## config.mk

```make
export PLATFORM = sky130hd
export DESIGN_NAME = systolic_array_v2
export DESIGN_NICKNAME = d
export VERILOG_FILES = /design/src/rtl/systolic_pkg.sv /design/src/rtl/systolic_pe_v2.sv /design/src/rtl/systolic_array_v2.sv
export SDC_FILE = /design/constraint.sdc
export NUM_CORES = 2
export LEC_CHECK = 0
export ABC_CLOCK_PERIOD_IN_PS = 9800
export CAP_MARGIN = 20
export CORE_MARGIN = 5
export CORE_UTILIZATION = 50
export CTS_BUF_LIST = sky130_fd_sc_hd__clkbuf_4 sky130_fd_sc_hd__clkbuf_8
export DETAILED_ROUTE_END_ITERATION = 8
export DONT_BUFFER_PORTS = 1
export SKIP_LAST_GASP = 1
export SYNTH_ARGS = -nofsm -noshare
export SYNTH_HDL_FRONTEND = slang
export SYNTH_SLANG_ARGS = --single-unit
```

## constraint.sdc

```tcl
create_clock -name clk -period 9.8 [get_ports clk]
set_input_delay 0.49 -clock clk [delete_from_list [all_inputs] [get_ports clk]]
set_output_delay 0.49 -clock clk [all_outputs]
set_load 0.05 [all_outputs]
```

## src/rtl/systolic_pkg.sv

```systemverilog
// Shared FSM state type and requantise/saturate helper for the systolic array.
package systolic_pkg;

    typedef enum logic [1:0] {
        ST_IDLE    = 2'd0,
        ST_COMPUTE = 2'd1,
        ST_DRAIN   = 2'd2
    } state_e;

    localparam int RQ_W = 64;

    // acc must arrive already sign-extended from accu_w bits; the wide datapath
    // holds acc + 2^(s-1) without overflow for any s <= accu_w-1.
    function automatic logic signed [RQ_W-1:0] requant_sat(
        input logic signed [RQ_W-1:0] acc,
        input logic [7:0]             shift,
        input int                     accu_w,
        input int                     act_w
    );
        int                     s;
        logic signed [RQ_W-1:0] v;
        logic signed [RQ_W-1:0] hi;
        logic signed [RQ_W-1:0] lo;
        s = (int'(shift) >= accu_w) ? accu_w - 1 : int'(shift);
        if (s == 0) v = acc;
        else        v = (acc + (64'sd1 <<< (s - 1))) >>> s;
        hi = (64'sd1 <<< (act_w - 1)) - 64'sd1;
        lo = -hi - 64'sd1;
        if (v > hi)      return hi;
        else if (v < lo) return lo;
        else             return v;
    endfunction

endpackage

```

## src/rtl/systolic_pe_v2.sv

```systemverilog
// One processing element: held activation, signed multiply, and a registered
// partial sum that extends the chain from the previous element.
module systolic_pe_v2
    import systolic_pkg::*;
#(
    parameter int BW_ACT  = 8,
    parameter int BW_WET  = 8,
    parameter int BW_ACCU = 32
)(
    input  logic                      clk,
    input  logic                      reset_n,
    input  logic                      en,
    input  logic                      load_act,
    input  logic signed [BW_ACT-1:0]  act_in,
    input  logic signed [BW_WET-1:0]  wet_in,
    input  logic signed [BW_ACCU-1:0] psum_in,
    output logic signed [BW_ACCU-1:0] psum_out
);

    logic signed [BW_ACT-1:0]        act_q;
    logic signed [BW_ACT+BW_WET-1:0] prod;

    assign prod = act_q * wet_in;

    always_ff @(posedge clk or negedge reset_n) begin
        if (!reset_n) begin
            act_q    <= '0;
            psum_out <= '0;
        end else begin
            if (load_act) act_q <= act_in;
            if (en)       psum_out <= psum_in + BW_ACCU'(prod);
        end
    end

endmodule

```

## src/rtl/systolic_array_v2.sv

```systemverilog
// Weight-streaming systolic dot-product array: one weight row in, one
// requantised result out, with a single stall that freezes the whole pipe.
module systolic_array_v2
    import systolic_pkg::*;
#(
    parameter int ACCU_NUM = 4,
    parameter int MAC_NUM  = 8,
    parameter int BW_ACT   = 8,
    parameter int BW_WET   = 8,
    parameter int BW_ACCU  = 32
)(
    input  logic                             clk,
    input  logic                             reset_n,
    input  logic                             start,
    output logic                             start_ready,
    input  logic [ACCU_NUM-1:0][BW_ACT-1:0]  act_in,
    input  logic [7:0]                       shift_num,
    input  logic                             wet_valid,
    output logic                             wet_ready,
    input  logic [ACCU_NUM-1:0][BW_WET-1:0]  wet_in,
    output logic                             res_valid,
    input  logic                             res_ready,
    output logic signed [BW_ACT-1:0]         res_data,
    output logic                             res_last,
    output logic                             done,
    output state_e                           state_dbg
);

    // Handshakes: a transfer happens on a rising edge where valid and ready are
    // both high; valid never waits on ready, and res_* hold while valid & !ready.

    localparam int               CNT_W    = $clog2(MAC_NUM + 1);
    localparam logic [CNT_W-1:0] N_ROWS   = CNT_W'(MAC_NUM);
    localparam logic [CNT_W-1:0] LAST_ROW = CNT_W'(MAC_NUM - 1);

    state_e                               state, state_d;
    logic [CNT_W-1:0]                     row_cnt;
    logic [7:0]                           shift_q;
    logic                                 stall, en;
    logic                                 start_fire, wet_fire, res_fire;
    logic [ACCU_NUM:0]                    vld_pipe, last_pipe;
    logic [ACCU_NUM-1:0][BW_ACCU-1:0]     psum;
    logic signed [BW_ACCU-1:0]            psum_last;
    logic signed [BW_ACT-1:0]             res_next;

    assign stall       = res_valid & ~res_ready;
    assign en          = ~stall;
    assign start_ready = (state == ST_IDLE);
    assign start_fire  = start & start_ready;
    assign wet_ready   = (state == ST_COMPUTE) && (row_cnt < N_ROWS) && !stall;
    assign wet_fire    = wet_valid & wet_ready;
    assign res_fire    = res_valid & res_ready;
    assign state_dbg   = state;

    always_comb begin
        state_d = state;
        case (state)
            ST_IDLE:    if (start_fire) state_d = ST_COMPUTE;
            ST_COMPUTE: if (wet_fire && row_cnt == LAST_ROW) state_d = ST_DRAIN;
            ST_DRAIN:   if (res_fire && res_last) state_d = ST_IDLE;
            default:    state_d = ST_IDLE;
        endcase
    end

    always_ff @(posedge clk or negedge reset_n) begin
        if (!reset_n) begin
            state   <= ST_IDLE;
            row_cnt <= '0;
            shift_q <= '0;
            done    <= 1'b0;
        end else begin
            state <= state_d;
            done  <= res_fire & res_last;
            if (start_fire) begin
                row_cnt <= '0;
                shift_q <= shift_num;
            end else if (wet_fire) begin
                row_cnt <= row_cnt + CNT_W'(1);
            end
        end
    end

    // Valid/last tags travel alongside the data; index ACCU_NUM lines up with
    // the final PE's registered sum.
    always_ff @(posedge clk or negedge reset_n) begin
        if (!reset_n) begin
            vld_pipe  <= '0;
            last_pipe <= '0;
        end else if (en) begin
            vld_pipe  <= {vld_pipe[ACCU_NUM-1:0], wet_fire};
            last_pipe <= {last_pipe[ACCU_NUM-1:0], wet_fire && (row_cnt == LAST_ROW)};
        end
    end

    for (genvar k = 0; k < ACCU_NUM; k++) begin : g_col
        logic [BW_WET-1:0]         skew [0:k];
        logic signed [BW_ACCU-1:0] psum_prev;

        always_ff @(posedge clk or negedge reset_n) begin
            if (!reset_n) begin
                for (int d = 0; d <= k; d++) skew[d] <= '0;
            end else if (en) begin
                skew[0] <= wet_fire ? wet_in[k] : '0;
                for (int d = 1; d <= k; d++) skew[d] <= skew[d-1];
            end
        end

        if (k == 0) begin : g_first
            assign psum_prev = '0;
        end else begin : g_chain
            assign psum_prev = psum[k-1];
        end

        systolic_pe_v2 #(
            .BW_ACT  (BW_ACT),
            .BW_WET  (BW_WET),
            .BW_ACCU (BW_ACCU)
        ) u_pe (
            .clk      (clk),
            .reset_n  (reset_n),
            .en       (en),
            .load_act (start_fire),
            .act_in   (act_in[k]),
            .wet_in   (skew[k]),
            .psum_in  (psum_prev),
            .psum_out (psum[k])
        );
    end

    assign psum_last = psum[ACCU_NUM-1];
    assign res_next  = BW_ACT'(requant_sat(RQ_W'(psum_last), shift_q, BW_ACCU, BW_ACT));

    always_ff @(posedge clk or negedge reset_n) begin
        if (!reset_n) begin
            res_valid <= 1'b0;
            res_data  <= '0;
            res_last  <= 1'b0;
        end else if (en) begin
            res_valid <= vld_pipe[ACCU_NUM];
            res_data  <= res_next;
            res_last  <= vld_pipe[ACCU_NUM] & last_pipe[ACCU_NUM];
        end
    end

endmodule

```

==> results.md <==
* Worst vdd rail ir drop at 174 uV
* XOR/XNOR Fraction of Synth Area at 0.0311
* Total DRC errors in the routed layout at 0
* Arrival time of the worst setup path at between 8 and 9 ns
* Number of hold violations in the final report at 0
* Post-detailed-route via-to-cell ratio at about 6
* DR WL/cell at between 20 and 25 um
* Hold Path Origin: shift_num[2]
* Total number of vias at around 30000
* TritonCTS clock tree: yes
* Number of search-and-repair iterations in the first detailed-routing pass at 8
* Power per standard cell area at about 65 nW/um^2
* Main synth FF type: sky130_fd_sc_hd__dfrtp_1
* Number of global-route vias before repair at approximately 30000
* Number of nets in the finished design at roughly 4800
* Chip height at 272 um
* Final worst clock skew at ~0.047 ns
* Starting utilization of the core area at 0.502
* IO Port Bufs at 0
* Final weighted congestion of routability-driven global placement at a little over 1
* Top cell type by total area after synthesis: sky130_fd_sc_hd__fa_1
* Fmax at roughly 120 MHz
* Commonest cells in the synthesized netlist: sky130_fd_sc_hd__nand2_1, sky130_fd_sc_hd__inv_1, sky130_fd_sc_hd__fa_1
* Antenna violations before repair at 5
* Setup repair after global routing missed its margin: no
* Crit end category: register
* Worst Setup Start Kind: register
* Combinational family with the most area after synthesis: adder cells
* Actual transition at the worst max-transition pin at around 1.1 ns
* Syn avg cell area at roughly 8.3 sq um
* Number of distinct standard cells referenced by the synthesized netlist at about 110
* Worst min-delay path category: input port to register
* Sequential area share after synthesis at 0.178
* Number of enable-type register cells in the synthesized netlist at 0
* Crit path from: shift_q[6]
* Number of storage elements in the synthesis netlist at 244
* Dominant cell by count in the synthesized netlist: sky130_fd_sc_hd__nand2_1
* Total core area at 68300 sq um
* Sinks on Clock Net at 244
* Simple-gate share of the synthesized area at 0.190
* Min Hold Slack at 0.119 ns
* Startpoint of the most critical register-to-register path: shift_q[6]
* First-iteration detailed-routing DRC count at 2811
* Complex-gate fraction of the synthesized area at 0.197
* Cell leakage power at roughly 19 nW
* Number of top-level pins at slightly above 90
* Longest individual stage delay on the worst path at 0.62 ns
* Category of the critical setup timing path: register to register
* Area added between synthesis and finish at 7.90%
* Mux contribution to synthesized area at 0.0317
* Largest delay share family, worst path: compound AO/OA/AOI/OAI gates
* Netlist area before placement at about 34000 sq um
* Count of antenna-violating nets left after detailed routing at 0
* Die X at 272 um
* Area share of the largest cell type after synthesis at 0.205
* Total power at 2.43 mW
* HPWL Detailed at approximately 85 mm
* Setup bufs post-CTS at 0
* Hold-fix buffers, CTS at 72
* Max-slew headroom at the worst pin at 0.253
* Maximum number of pins on one net before global-route repair at ~250
* Crit path max fanout at 36
* Global route total overflow at 0
* Fin Setup TNS at 0 ns
* Number of pins with negative max-slew slack in the final report at 0
* Post-layout min period at roughly 8.3 ns
* Post-synth ARST share at 1.00
* Dominant cells by area after synthesis: sky130_fd_sc_hd__fa_1, sky130_fd_sc_hd__dfrtp_1, sky130_fd_sc_hd__ha_1
* Site row count at 96
* CP max stage cell: sky130_fd_sc_hd__o32ai_2
* Status: completed
* Clock input transition at the sequential cells of the worst setup and hold paths at roughly 0.060 ns
* Number of buffers created by CTS at 47
* Number of gates given a new drive strength after cts at 0
* Synthesis Warnings at 0
* Critical path required time at around 10 ns
* Final number of setup-violating endpoints at 0
* First-pass GRT wire length at between 150 and 200 mm
* Cell chosen for the clock root: sky130_fd_sc_hd__clkbuf_8
* Gate count after technology mapping at slightly above 4000
* Total die area at approximately 74000 sq um
* H-Tree Depth at 2
* Share of post-route cells with drive strength above 1 at 0.0675
* Buffers plus inverters on the worst setup path at 3
* Final worst-path cycle share at 0.852
* MaxCap Viol Count at 0
* GR Util All Layers at 0.294
* Worst-skew pair later-pin latency at between 0.6 and 0.7 ns
* Detailed-route wire length at 109 mm
* Post-synthesis adder-cell area fraction at 0.296
* Most used cell along the critical path: sky130_fd_sc_hd__nor2_1
* Max clock buf depth at 3
==> registers in the layout (all words and copies together) (netlist names) <==
register,flops
shift_q,8
res_valid,1
res_last,1
g_col.u_pe.act_q,32
vld_pipe,5
g_col.skew,80
done,1
state_dbg,2
res_data,8
last_pipe,5
g_col.u_pe.psum_out,97
row_cnt,4
==> cell usage in the layout (no fill, tap or decap), drive strengths merged, types with 36 or more instances in the layout <==
master	Yosys	layout
o21bai	45	45
o21ai	164	164
a211oi	84	84
a21o	50	50
and2	142	142
a21oi	287	287
fa	352	352
xnor2	86	86
nand2b	48	48
o211ai	47	47
a22o	36	36
nor2	322	322
mux2	52	52
clkbuf	151	70
nor3	88	88
dlygate4sd3	0	72
nand2	567	567
dfrtp	244	244
nand3	65	65
nand4	43	43
buf	51	43
inv	472	473
ha	250	250
mux2i	48	48
==> through the flow <==
stage	utilization	worst slack (ns)	instance area (sq um)	std cells
6_report	0.542	1.45	37100	5033
2_1_floorplan	-	1.15	34500	4148
5_1_grt	0.542	0.879	37100	5032
4_1_cts	0.541	1.62	37000	5026
3_5_place_dp	0.514	1.70	35100	4869
3_3_place_gp	0.514	1.62	35100	4868
==> per-layer routing <==
| layer | vias to the layer above | part of all wire | GRT usage |
|---|---|---|---|
| li1 | 14051 | - | - |
| met1 | 14834 | 0.44 | 0.415 |
| met2 | 1172 | 0.45 | 0.464 |
| met3 | 289 | 0.069 | 0.0454 |
| met4 | 0 | 0.042 | 0.101 |
| met5 | - | 0 | 0 |
==> worst paths after layout <==
kind	cells after the start	slack (ns)	end
min in group asynchronous	2	0.54	shift_q[0]
setup reg to reg	29	1.45	res_data[5]
hold reg to reg	2	0.46	last_pipe[1]
max in group asynchronous	3	8.05	g_col[3].skew[28]
hold / removal	2	0.12	shift_q[2]
setup / recovery	29	1.45	res_data[5]
==> cell type report <==
cell class	count	area, sq um
Inverter	472	1770
Multi-Input combinational cell	3230	25800
Fill cell	6583	31300
Sequential cell	244	6110
Timing Repair Buffer	116	1100
Clock buffer	69	881
Clock inverter	16	268
Antenna cell	4	10.0
Tap cell	882	1100
==> kinds of logic (layout without fill, tap and decap cells) <==
logic type | count (synthesis) | in the layout
simple gates | 1400 | 1400
compound gates | 975 | 975
buf+inv | 674 | 673
fa+ha+maj | 602 | 602
flops | 244 | 244
xor+xnor | 121 | 121
mux | 101 | 101
other cells | 1 | 35
==> where the power goes <==
part	switching, mW	total, mW	internal [mW]
clock network	0.505	1.25	0.743
logic	0.111	0.171	0.0601
registers	0.00000000661	1.01	1.01
total	0.616	2.43	1.81
Power figures use the tool's default switching activity.
